File: config.mk
export PLATFORM = sky130hd
export DESIGN_NAME = if_id_stage_flat
export DESIGN_NICKNAME = d
export VERILOG_FILES = /design/src/rtl/riscv_pkg.sv /design/src/rtl/if_id_stage_if.sv /design/src/rtl/pc_next_gen.sv /design/src/rtl/if_id_stage.sv /design/src/flat_wrapper.sv
export SDC_FILE = /design/constraint.sdc
export NUM_CORES = 1
export LEC_CHECK = 0
export CAP_MARGIN = 10
export CORE_MARGIN = 2
export CORE_UTILIZATION = 50
export DETAILED_ROUTE_END_ITERATION = 8
export PLACE_DENSITY = 0.8
export SKIP_CTS_REPAIR_TIMING = 1
export SLEW_MARGIN = 15
export SYNTH_ARGS = -nofsm -noshare
export SYNTH_HDL_FRONTEND = slang
export SYNTH_SLANG_ARGS = --single-unit
File: constraint.sdc
create_clock -name clk -period 2.55 [get_ports clk]
set_clock_uncertainty 0.05 [all_clocks]
set_input_delay 0.51 -clock clk [delete_from_list [all_inputs] [get_ports clk]]
set_output_delay 0.51 -clock clk [all_outputs]
set_load 0.02 [all_outputs]
File: src/rtl/riscv_pkg.sv
// rtl/riscv_pkg.sv - shared fetch constants and fetch FSM state encoding
package riscv_pkg;

  localparam int unsigned XLEN = 32;

  // ADDI x0,x0,0 used as the decode bubble
  localparam logic [XLEN-1:0] NOP_INSTR = 32'h0000_0013;
  localparam logic [XLEN-1:0] RESET_PC  = 32'h0000_0000;

  // Fetch FSM encoding
  localparam logic [1:0] ST_FETCH = 2'd0;
  localparam logic [1:0] ST_HELD  = 2'd1;
  localparam logic [1:0] ST_DRAIN = 2'd2;

endpackage

File: src/rtl/if_id_stage_if.sv
// rtl/if_id_stage_if.sv - instruction memory request/ack bus
interface if_id_stage_if;
  import riscv_pkg::*;

  logic            imem_req;
  logic [XLEN-1:0] imem_addr;
  logic            imem_ack;
  logic [XLEN-1:0] imem_rdata;

  // Fetch stage side
  modport master (
    output imem_req,
    output imem_addr,
    input  imem_ack,
    input  imem_rdata
  );

  // Instruction memory side
  modport slave (
    input  imem_req,
    input  imem_addr,
    output imem_ack,
    output imem_rdata
  );

endinterface

File: src/rtl/pc_next_gen.sv
// rtl/pc_next_gen.sv - next fetch address select: redirect target, pc+4 or hold
module pc_next_gen
  import riscv_pkg::*;
(
  input  logic [XLEN-1:0] pc,
  input  logic            redirect,
  input  logic [XLEN-1:0] redirect_pc,
  input  logic            advance,
  output logic [XLEN-1:0] pc_next
);

  // Redirect target is forced word-aligned; pc+4 wraps modulo 2^32
  always_comb begin
    pc_next = pc;
    if (redirect) begin
      pc_next = redirect_pc & ~XLEN'(3);
    end else if (advance) begin
      pc_next = pc + XLEN'(4);
    end
  end

endmodule

File: src/rtl/if_id_stage.sv
// rtl/if_id_stage.sv - instruction fetch FSM, hold buffer and IF/ID pipeline register
module if_id_stage #(
  parameter logic [31:0] RESET_PC  = riscv_pkg::RESET_PC,
  parameter logic [31:0] NOP_INSTR = riscv_pkg::NOP_INSTR
) (
  input  logic                  clk,
  input  logic                  reset,
  input  logic                  stall,
  input  logic                  redirect,
  input  logic [31:0]           redirect_pc,
  if_id_stage_if.master         imem,
  output logic [31:0]           pc_if_id,
  output logic [31:0]           instr_if_id,
  output logic                  valid_if_id
);

  logic [1:0]  state_q, state_d;
  logic [31:0] pc_q, pc_d;
  logic [31:0] pc_if_id_q, pc_if_id_d;
  logic [31:0] instr_q, instr_d;
  logic        valid_q, valid_d;
  logic [31:0] hold_instr_q, hold_instr_d;
  logic [31:0] hold_pc_q, hold_pc_d;
  logic        advance;

  // The request is only visible in FETCH and is suppressed while reset is held
  assign imem.imem_req  = (state_q == riscv_pkg::ST_FETCH) && !reset;
  assign imem.imem_addr = reset ? RESET_PC : pc_q;

  assign pc_if_id    = pc_if_id_q;
  assign instr_if_id = instr_q;
  assign valid_if_id = valid_q;

  pc_next_gen u_pc_next_gen (
    .pc          (pc_q),
    .redirect    (redirect),
    .redirect_pc (redirect_pc),
    .advance     (advance),
    .pc_next     (pc_d)
  );

  // Next-state: redirect beats stall, stall beats normal fetch
  always_comb begin
    state_d      = state_q;
    advance      = 1'b0;
    pc_if_id_d   = pc_if_id_q;
    instr_d      = instr_q;
    valid_d      = valid_q;
    hold_instr_d = hold_instr_q;
    hold_pc_d    = hold_pc_q;
    if (redirect) begin
      instr_d      = NOP_INSTR;
      valid_d      = 1'b0;
      hold_instr_d = '0;
      hold_pc_d    = '0;
      // An unacked request in FETCH or DRAIN is still in flight and must be drained
      if ((state_q != riscv_pkg::ST_HELD) && !imem.imem_ack) begin
        state_d = riscv_pkg::ST_DRAIN;
      end else begin
        state_d = riscv_pkg::ST_FETCH;
      end
    end else begin
      case (state_q)
        riscv_pkg::ST_FETCH: begin
          if (imem.imem_ack) begin
            if (stall) begin
              hold_instr_d = imem.imem_rdata;
              hold_pc_d    = pc_q;
              state_d      = riscv_pkg::ST_HELD;
            end else begin
              pc_if_id_d = pc_q;
              instr_d    = imem.imem_rdata;
              valid_d    = 1'b1;
              advance    = 1'b1;
            end
          end else if (!stall) begin
            instr_d = NOP_INSTR;
            valid_d = 1'b0;
          end
        end
        riscv_pkg::ST_HELD: begin
          if (!stall) begin
            pc_if_id_d = hold_pc_q;
            instr_d    = hold_instr_q;
            valid_d    = 1'b1;
            advance    = 1'b1;
            state_d    = riscv_pkg::ST_FETCH;
          end
        end
        riscv_pkg::ST_DRAIN: begin
          // Stale data is dropped; IF/ID keeps the bubble left by the redirect
          if (imem.imem_ack) begin
            state_d = riscv_pkg::ST_FETCH;
          end
        end
        default: state_d = riscv_pkg::ST_FETCH;
      endcase
    end
  end

  // State registers with synchronous reset; reset drops any outstanding request
  always_ff @(posedge clk) begin
    if (reset) begin
      state_q      <= riscv_pkg::ST_FETCH;
      pc_q         <= RESET_PC;
      pc_if_id_q   <= '0;
      instr_q      <= NOP_INSTR;
      valid_q      <= 1'b0;
      hold_instr_q <= '0;
      hold_pc_q    <= '0;
    end else begin
      state_q      <= state_d;
      pc_q         <= pc_d;
      pc_if_id_q   <= pc_if_id_d;
      instr_q      <= instr_d;
      valid_q      <= valid_d;
      hold_instr_q <= hold_instr_d;
      hold_pc_q    <= hold_pc_d;
    end
  end

endmodule

File: src/flat_wrapper.sv
// flat-port wrapper written by rule: the top's interface ports become plain ports
module if_id_stage_flat 
#(
  parameter logic [31:0] RESET_PC  = riscv_pkg::RESET_PC,
  parameter logic [31:0] NOP_INSTR = riscv_pkg::NOP_INSTR
)
  (clk, reset, stall, redirect, redirect_pc, pc_if_id, instr_if_id, valid_if_id, imem_imem_req, imem_imem_addr, imem_imem_ack, imem_imem_rdata);
  if_id_stage_if imem_i ();
  input  logic clk;
  input  logic reset;
  input  logic stall;
  input  logic redirect;
  input  logic [31:0] redirect_pc;
  output logic [31:0] pc_if_id;
  output logic [31:0] instr_if_id;
  output logic valid_if_id;
  output wire logic [$bits(imem_i.imem_req)-1:0] imem_imem_req;
  output wire logic [$bits(imem_i.imem_addr)-1:0] imem_imem_addr;
  input wire logic [$bits(imem_i.imem_ack)-1:0] imem_imem_ack;
  input wire logic [$bits(imem_i.imem_rdata)-1:0] imem_imem_rdata;
  assign imem_imem_req = imem_i.imem_req;
  assign imem_imem_addr = imem_i.imem_addr;
  assign imem_i.imem_ack = imem_imem_ack;
  assign imem_i.imem_rdata = imem_imem_rdata;
  if_id_stage #(.RESET_PC(RESET_PC), .NOP_INSTR(NOP_INSTR)) u_core (.clk(clk), .reset(reset), .stall(stall), .redirect(redirect), .redirect_pc(redirect_pc), .imem(imem_i), .pc_if_id(pc_if_id), .instr_if_id(instr_if_id), .valid_if_id(valid_if_id));
endmodule
==> Yosys cells after proc, flatten, opt, wreduce, memory -nomap -nowiden <==
Index checks and enable logic that the tools add are counted.
{ "word_totals": {"input_bits": 69, "elab_cells": 61, "regBits": 163} }
{ "op_classes": {"n_bitwise": 1, "muxes": 27, "n_addsub": 1, "eq_ne": 11, "n_reduce_logical": 13} }
{ "ops": {"columns": ["operator", "count"], "rows": [
  ["32-bit two-way mux", 10],
  ["32-bit case mux with 2 select lines", 2],
  ["32-bit by 3-bit adder with 32-bit output (second input constant)", 1],
  ["3-bit inequality test (second input constant)", 5],
  ["2-bit two-way mux", 6],
  ["1-bit two-way mux", 6],
  ["2-bit inequality test (second input constant)", 3],
  ["2-bit case mux with 3 select lines", 1],
  ["3-bit AND reduction", 2],
  ["5-bit AND reduction", 1],
  ["1-bit case mux with 2 select lines", 2],
  ["4-bit AND reduction", 1],
  ["2-bit nonzero test", 2],
  ["2-bit by 1-bit equality test with 1-bit output (second input constant)", 1],
  ["2-bit equality test (second input constant)", 1],
  ["1-bit logical AND", 2],
  ["1-bit zero test", 2],
  ["2-bit zero test", 1],
  ["2-bit by 1-bit inequality test with 1-bit output (second input constant)", 1],
  ["2-bit AND reduction", 1],
  ["2-bit OR reduction", 1],
  ["1-bit NOT", 1]
]} }

==> Logic depth before layout (Yosys ltp) <==
Gate-level depths: netlist (run 1).
{ "depth": {"word_depth": 6, "ltp_mapped": 8, "ltp_nobuf": 6} }

==> By module <==
A second synthesis (run 1) with hierarchy kept.
{ "unflattened": {"cells_unflattened": 874, "hier_area_um2": 7347.0} }
{ "by_module_without_submodules": {"columns": ["module", "cells_per_inst", "seq_area_each_um2", "area_each_um2", "n_inst"], "rows": [
  ["if_id_stage", 697, 3263.1, 6298.5, 1],
  ["pc_next_gen", 177, 0.0, 1048.5, 1]
]} }

==> Worst setup path before layout (run 1) <==
No wires, ideal clock.
{ "synth_timing": {"path_type": "input-to-reg", "startpoint": "input stall", "endpoint": "register u_core.pc_q[29]", "path_slack_ns": 0.265, "path_stages": 6, "t_required_ns": 2.409, "arrival_ns": 2.144, "n_path_buf": 1, "path_cell_list": "or2_1 or3_1 buf_2 or2_0 or4_1 a311oi_1"} }
{ "synth_via": {"elab_chain_cells": 5} }
{ "synth_rtl": {"columns": ["item", "line_no", "text"], "rows": [
  ["start, declared", "flat_wrapper.sv:11", "input logic stall;"],
  ["1-bit two-way mux *", "if_id_stage.sv:66, if_id_stage.sv:82", null],
  ["1-bit two-way mux", "if_id_stage.sv:65", "if (imem.imem_ack) begin"],
  ["1-bit case mux with 2 select lines *", "if_id_stage.sv:63", "case (state_q)"],
  ["1-bit two-way mux *", "if_id_stage.sv:51", "if (redirect) begin"],
  ["2-bit nonzero test (no line) *", null, null],
  ["end signal, assigned", "if_id_stage.sv:113", "pc_q <= pc_d;"],
  ["end, declared", "if_id_stage.sv:18", "logic [31:0] pc_q, pc_d;"]
]} }
Every way passes the cells marked *; elsewhere a longest branch is shown, timed or not.
A chain may end at the register's enable or synchronous reset.

==> Worst setup path after layout (run 1) <==
{ "layout_timing": {"startpoint": "input stall", "endpoint": "register u_core.pc_q[24]"} }
Same word-level chain as after synthesis.

==> flow_summary_export.csv, run 1 <==
group,metric,value,unit
grt,antenna_found_initial,1,
hold_path,hold_path_class,"in2reg",
outcome,status,"finished, final reports clean",
die,die_y,122.5,um
timing,rsz0062_at_grt,"false",
timing,period_needed,2.358,ns
clock_network,h-tree-depth,4,
setup_path,cp_top_family,"simple AND/OR/NAND/NOR gates",
yosys,synth.distinct_cells,46,
grt,grt_pass1_wl,31.04,mm
route,routedWlPerCell,15.36,um
route,drt-pass1-iter-count,5,
power_and_ir_drop,p_leak,3.342,nW
job,cap_viol_max_count,0,
placed_design,dp_hpwl,12.81,mm
yosys,ys_top_cells_by_count,"214 x nand2_1, 157 x dfxtp_1, 96 x nor2_1",
clock_network,clockBufferDepth,2,
setup_path,crit_arrival,2.65,ns
route,ant_nets,0,
final_layout,seqCellArea,0.003144,mm2
yosys,synthTopCellsByArea,"dfxtp_1 45%, nand2_1 11%, a21oi_1 5.6%, nor2_1 5.1%, a211oi_1 4.8%",
final_layout,multiInputGateArea,0.003553,mm2
timing,clock.fmax,424.0,MHz
setup_path,crit_path_top_delay_cell,"or4_4",
setup_path,max_stage_delay,0.56,ns
die,die_x,122.5,um
yosys,yosysMostFrequentCell,"nand2_1",
timing,drv_slew,0,
die,initial_utilization,50.97,%
timing,worst_slew_pin_slew,0.6133,ns
timing,fin_ws,0.1918,ns
route,drtIter0Drc,461,
yosys,synth.top_cell.area_share,44.77,%
power_and_ir_drop,power_density,645.2,mW/mm2
timing,worst_hold_slack,0.3959,ns
timing,setup_violations,0,
yosys,synth_warnings,0,
setup_path,end_kind,"flip-flop",
placed_design,portBuffers,160,
yosys,syn_area,0.007020,mm2
yosys,syn_avg_cell_area,7.723,um2
final_layout,final_nets,1133,
route,via_per_inst,5.465,
placed_design,postPlaceCellArea,0.009086,mm2
die,ios,167,
yosys,synthFlopType,"dfxtp_1",
route,wirelength,19.28,mm
grt,grt_max_degree,82,
grt,groute.usage.overall,26.28,%
setup_path,crit_buf_inv,1,
route,drc_errors,0,
die,coreArea,0.01377,mm2
setup_path,worstPathRequired,2.84,ns
yosys,async_flop_share,0,%
clock_network,cts_sinks,157,
setup_path,cp-start-kind,"input port",
final_layout,final_util,70.62,%
yosys,synth-edff-count,0,
final_layout,finish.instance_area,0.009727,mm2
grt,grt_pass1_vias,6344,
setup_path,cp_max_fo,4,
yosys,yosys.area.top_type,"dfxtp_1",
die,dieArea,0.01501,mm2
yosys,syn_inst,909,
setup_path,path_cells,"clkdlybuf4s50_1, or2_1, or4_4, or4_1, xor2_1, a211oi_1",
clock_network,cts_tree,"built",
setup_path,critPathKind,"in2reg",
yosys,ys_ff_latch,157,
placed_design,place_ws,-0.2396,ns
final_layout,nFillCells,1121,
clock_network,clk_pin_slew,0.06,ns
clock_network,clock_latency,0.43,ns
final_layout,area_delta_synth_final,38.55,%
die,rows,43,
placed_design,routabilityCongestion,0.8985,
grt,gr-total-overflow,0,
clock_network,cts_buffers,17,
timing,maxSlewHeadroom,59.11,%
final_layout,drive_gt1_share,8.752,%
timing,fin_crit_sh,92.48,%
power_and_ir_drop,vdd_ir_drop_max,440.7,uV
clock_network,cts_root_buf,"clkbuf_16",
yosys,yosysSeqAreaShare,44.77,%
route,vias,6859,
timing,hold_viol,0,
timing,setup_tns,0,ns
area by class of cell:
type	instances	area share, %
Tap cell	180	2.315
Inverter	9	0.3473
Clock buffer	23	4.914
Antenna cell	1	0.02573
Multi-Input combinational cell	662	36.53
Timing Repair Buffer	216	21.89
Clock inverter	7	1.647
Sequential cell	157	32.33
final timing paths:
kind / cells past startpoint / end / slack (ns) / from
max: 6 / u_core.pc_q[24]$_SDFFE_PP0P_ / 0.19 / stall
min: 2 / u_core.pc_q[6]$_SDFFE_PP0P_ / 0.40 / reset
max reg2reg: 5 / u_core.pc_q[24]$_SDFFE_PP0P_ / 0.25 / u_core.state_q[1]$_SDFFE_PP0P_
min reg2reg: 2 / u_core.hold_instr_q[4]$_SDFFE_PP0P_ / 0.40 / u_core.hold_instr_q[4]$_SDFFE_PP0P_
worst reg2reg max path: cells and delay by family, from the launching register on:
kind,cells,cell delay [ns]
compound gates,1,0.23
xor+xnor,1,0.16
flops,1,0.39
simple gates,3,1.39
sequential cells by signal, summed over array words and instances (netlist names):
register / flops
u_core.hold_instr_q: 32
u_core.hold_pc_q: 30
u_core.instr_if_id: 32
u_core.pc_if_id: 30
u_core.pc_q: 30
u_core.state_q: 2
u_core.valid_if_id: 1
power breakdown:
| part | internal, mW | switching, mW | leakage [nW] | total (mW) |
|---|---|---|---|---|
| Sequential | 2.55 | 0.0729 | 1.28 | 2.63 |
| Clock | 1.80 | 0.964 | 0.313 | 2.77 |
| Combinational | 0.415 | 0.471 | 1.75 | 0.885 |
| Total | 4.77 | 1.51 | 3.34 | 6.28 |
cells in the final DEF, fill, tap and decap left out, types with 2 or more instances in the layout:
cell type        count
nand3_1             11
xor2_1               5
or4_1                3
nor2_4               2
nor3_1               6
o21ai_0             34
buf_4               47
nand2_1            213
inv_1                8
clkbuf_8             3
clkbuf_1             3
or2_2                3
conb_1               4
buf_12               9
a21oi_1             79
nor2b_1             28
a211oi_1            45
a311oi_1             4
mux2i_1             30
clkbuf_16           17
dfxtp_1            156
and2_1               2
clkinv_2             2
clkdlybuf4s50_1    159
xnor2_1             16
o211a_1              2
o211ai_1            33
nand4_1             10
nor4_1              12
nor2_1              94
or3_1                3
bufinv_16            5
and3_1               6
metal layers:
metal	up-vias	track usage (%)	part of all wire, %	wire [um]
li1	3402	-	-	-
met4	0	11.14	2.2	427
met5	-	0	0	0
met2	244	42.64	47	9070
met3	37	7.621	7.8	1499
met1	3176	32.60	43	8281
through the flow:
step           power (mW)  instances
2_1_floorplan       3.135        912
3_3_place_gp        3.546       1224
3_5_place_dp        3.558       1224
4_1_cts             6.307       1254
5_1_grt             6.504       1254
6_report            6.276       1255
cells by family (layout without fill, tap and decap cells):
group | count (synthesis) | after routing | share of synthesized area [%]
XOR/XNOR | 21 | 21 | 2.620
buffers and inverters | 93 | 255 | 5.329
adder cells (fa/ha/maj) | 2 | 2 | 0.3208
AND/OR/NAND/NOR | 402 | 402 | 24.77
other | 1 | 5 | 0.05342
AO/OA/AOI/OAI | 203 | 203 | 17.86
flip-flops | 157 | 157 | 44.77
multiplexers | 30 | 30 | 4.277
No activity file was read; power rests on OpenSTA's default activity.
==> run 2, diff against run 1 <==
- CTS_BUF_LIST: not set -> sky130_fd_sc_hd__clkbuf_8 sky130_fd_sc_hd__clkbuf_16
==> run 2 against run 1 <==
Compared with the run above: power shrank 0.19%; via count is essentially flat; non-clock buffer count unchanged; global-route usage did not move; first-iteration DRC count up 5.0%; maximum frequency barely moved; critical path depth unchanged.
==> flow_summary_export.csv, run 2 (synthesis gave the netlist of run 1 again) <==
group,metric,value,unit
timing,worst_slew_pin_slew,0.6174,ns
grt,gr-total-overflow,0,
power_and_ir_drop,pwr-share-seq,41.9,%
timing,hold_viol,0,
power_and_ir_drop,power_density,644.0,mW/mm2
final_layout,area_delta_synth_final,38.55,%
die,coreArea,0.01377,mm2
final_layout,final_util,70.62,%
job,cap_viol_max_count,0,
clock_network,clk_pin_slew,0.06,ns
grt,antenna_found_initial,1,
setup_path,cp_max_fo,4,
die,die_x,122.5,um
final_layout,finish.instance_area,0.009727,mm2
timing,fin_crit_sh,92.41,%
hold_path,holdCritStartpoint,"reset",
clock_network,cts_sinks,157,
die,initial_utilization,50.97,%
setup_path,rrSetupSlack,0.25,ns
die,dieArea,0.01501,mm2
clock_network,cts_tree,"built",
route,drc_errors,0,
clock_network,clockBufferDepth,2,
final_layout,final_common_cell,"nand2_1",
final_layout,drive_gt1_share,8.752,%
power_and_ir_drop,comb_power_share,14.1,%
route,wirelength,19.32,mm
setup_path,end_kind,"flip-flop",
clock_network,h-tree-depth,4,
grt,grt_pass1_wl,31.04,mm
timing,fin_ws,0.1936,ns
final_layout,final_cell_mix,"213 x nand2_1, 159 x clkdlybuf4s50_1, 156 x dfxtp_1",
timing,drv_slew,0,
route,drtIter0Drc,484,
route,dr_wl_met3,1.485,mm
grt,grt_pass1_vias,6344,
hold_path,holdPathEnd,"u_core.pc_q[6]$_SDFFE_PP0P_",
setup_path,crit_arrival,2.65,ns
outcome,status,"finished, final reports clean",
die,ios,167,
power_and_ir_drop,vdd_ir_drop_max,440.6,uV
power_and_ir_drop,p_leak,3.355,nW
grt,groute.usage.overall,26.28,%
placed_design,routabilityCongestion,0.8985,
clock_network,cts_root_buf,"clkbuf_16",
power_and_ir_drop,clock_power_share,43.9,%
timing,setup_violations,0,
timing,rsz0062_at_grt,"false",
route,routedWlPerCell,15.39,um
power_and_ir_drop,swShare,24.08,%
die,rows,43,
final_layout,stdcell_count,1255,
power_and_ir_drop,switchingPower,1.508,mW
grt,grt_max_degree,82,
route,ant_nets,0,
placed_design,dp_hpwl,12.81,mm
timing,clock.fmax,424.4,MHz
setup_path,worstPathRequired,2.84,ns
timing,maxSlewHeadroom,58.84,%
placed_design,place_ws,-0.2396,ns
setup_path,critPathKind,"in2reg",
setup_path,cp-start-kind,"input port",
route,met2_wirelength,9.107,mm
setup_path,reg2reg_depth,5,
placed_design,postPlaceCellArea,0.009086,mm2
die,die_y,122.5,um
placed_design,dp_cells,1224,
final_layout,final_nets,1133,
route,via_per_inst,5.467,
route,drt-pass1-iter-count,5,
setup_path,regToRegStartpoint,"u_core.state_q[1]$_SDFFE_PP0P_",
hold_path,hold_depth,2,
placed_design,portBuffers,160,
clock_network,clock_latency,0.43,ns
setup_path,worstReg2RegEnd,"u_core.pc_q[24]$_SDFFE_PP0P_",
timing,period_needed,2.356,ns
route,vias,6861,
hold_path,hold_path_class,"in2reg",
route,m1WireLength,8.324,mm
route,routed.top_layer,"met4",
final_layout,nFillCells,1121,
clock_network,cts_buffers,17,
power_and_ir_drop,internal-power,4.756,mW
run 2: worst max path at each step:
stage / start / end / slack [ns] / depth (start not counted)
2_1_floorplan: stall / u_core.pc_q[29]$_SDFFE_PP0P_ / 0.27 / 6
3_3_place_gp: stall / u_core.pc_q[24]$_SDFFE_PP0P_ / -0.19 / 6
3_5_place_dp: stall / u_core.pc_q[24]$_SDFFE_PP0P_ / -0.24 / 6
4_1_cts: stall / u_core.pc_q[24]$_SDFFE_PP0P_ / 0.19 / 6
5_1_grt: stall / u_core.pc_q[25]$_SDFFE_PP0P_ / 0.15 / 8
6_report: stall / u_core.pc_q[24]$_SDFFE_PP0P_ / 0.19 / 6
run 2: per-layer routing:
layer / vias up / GRT usage, %
met2: 238 / 42.64
met5: - / 0
li1: 3402 / -
met3: 33 / 7.621
met4: 0 / 11.14
met1: 3188 / 32.60
run 2: power by group through the flow:
stage	registers (mW)	clock network [mW]	logic, mW
floorplan	2.72	0	0.415
global placement	2.67	0	0.872
detailed placement	2.68	0	0.882
CTS	2.62	2.78	0.887
global route	2.64	2.90	0.961
finish	2.63	2.75	0.886
run 2: area by class of cell:
cell class | instances | area, um2 | share of cell area [%]
antenna | 1 | 2.502 | 0.02573
clock buffer | 20 | 466.7 | 4.798
clock inverter | 10 | 171.4 | 1.762
timing repair buffer | 216 | 2130 | 21.89
tap | 180 | 225.2 | 2.315
sequential | 157 | 3144 | 32.33
multi-input combinational | 662 | 3553 | 36.53
inverter | 9 | 33.78 | 0.3473
run 2: stage by stage:
step	TNS, ns	total power [mW]	hold WS (ns)
floorplan	0	3.135	0.3860
global placement	-0.9516	3.546	0.3909
detailed placement	-1.502	3.558	0.3963
CTS	0	6.296	0.3888
global route	0	6.493	0.4014
finish	0	6.264	0.3961
run 2: critical path, stage by stage:
cell	delay, ns
clkdlybuf4s50_1	0.41
or2_1	0.27
or4_4	0.56
or4_1	0.50
xor2_1	0.16
a211oi_1	0.24
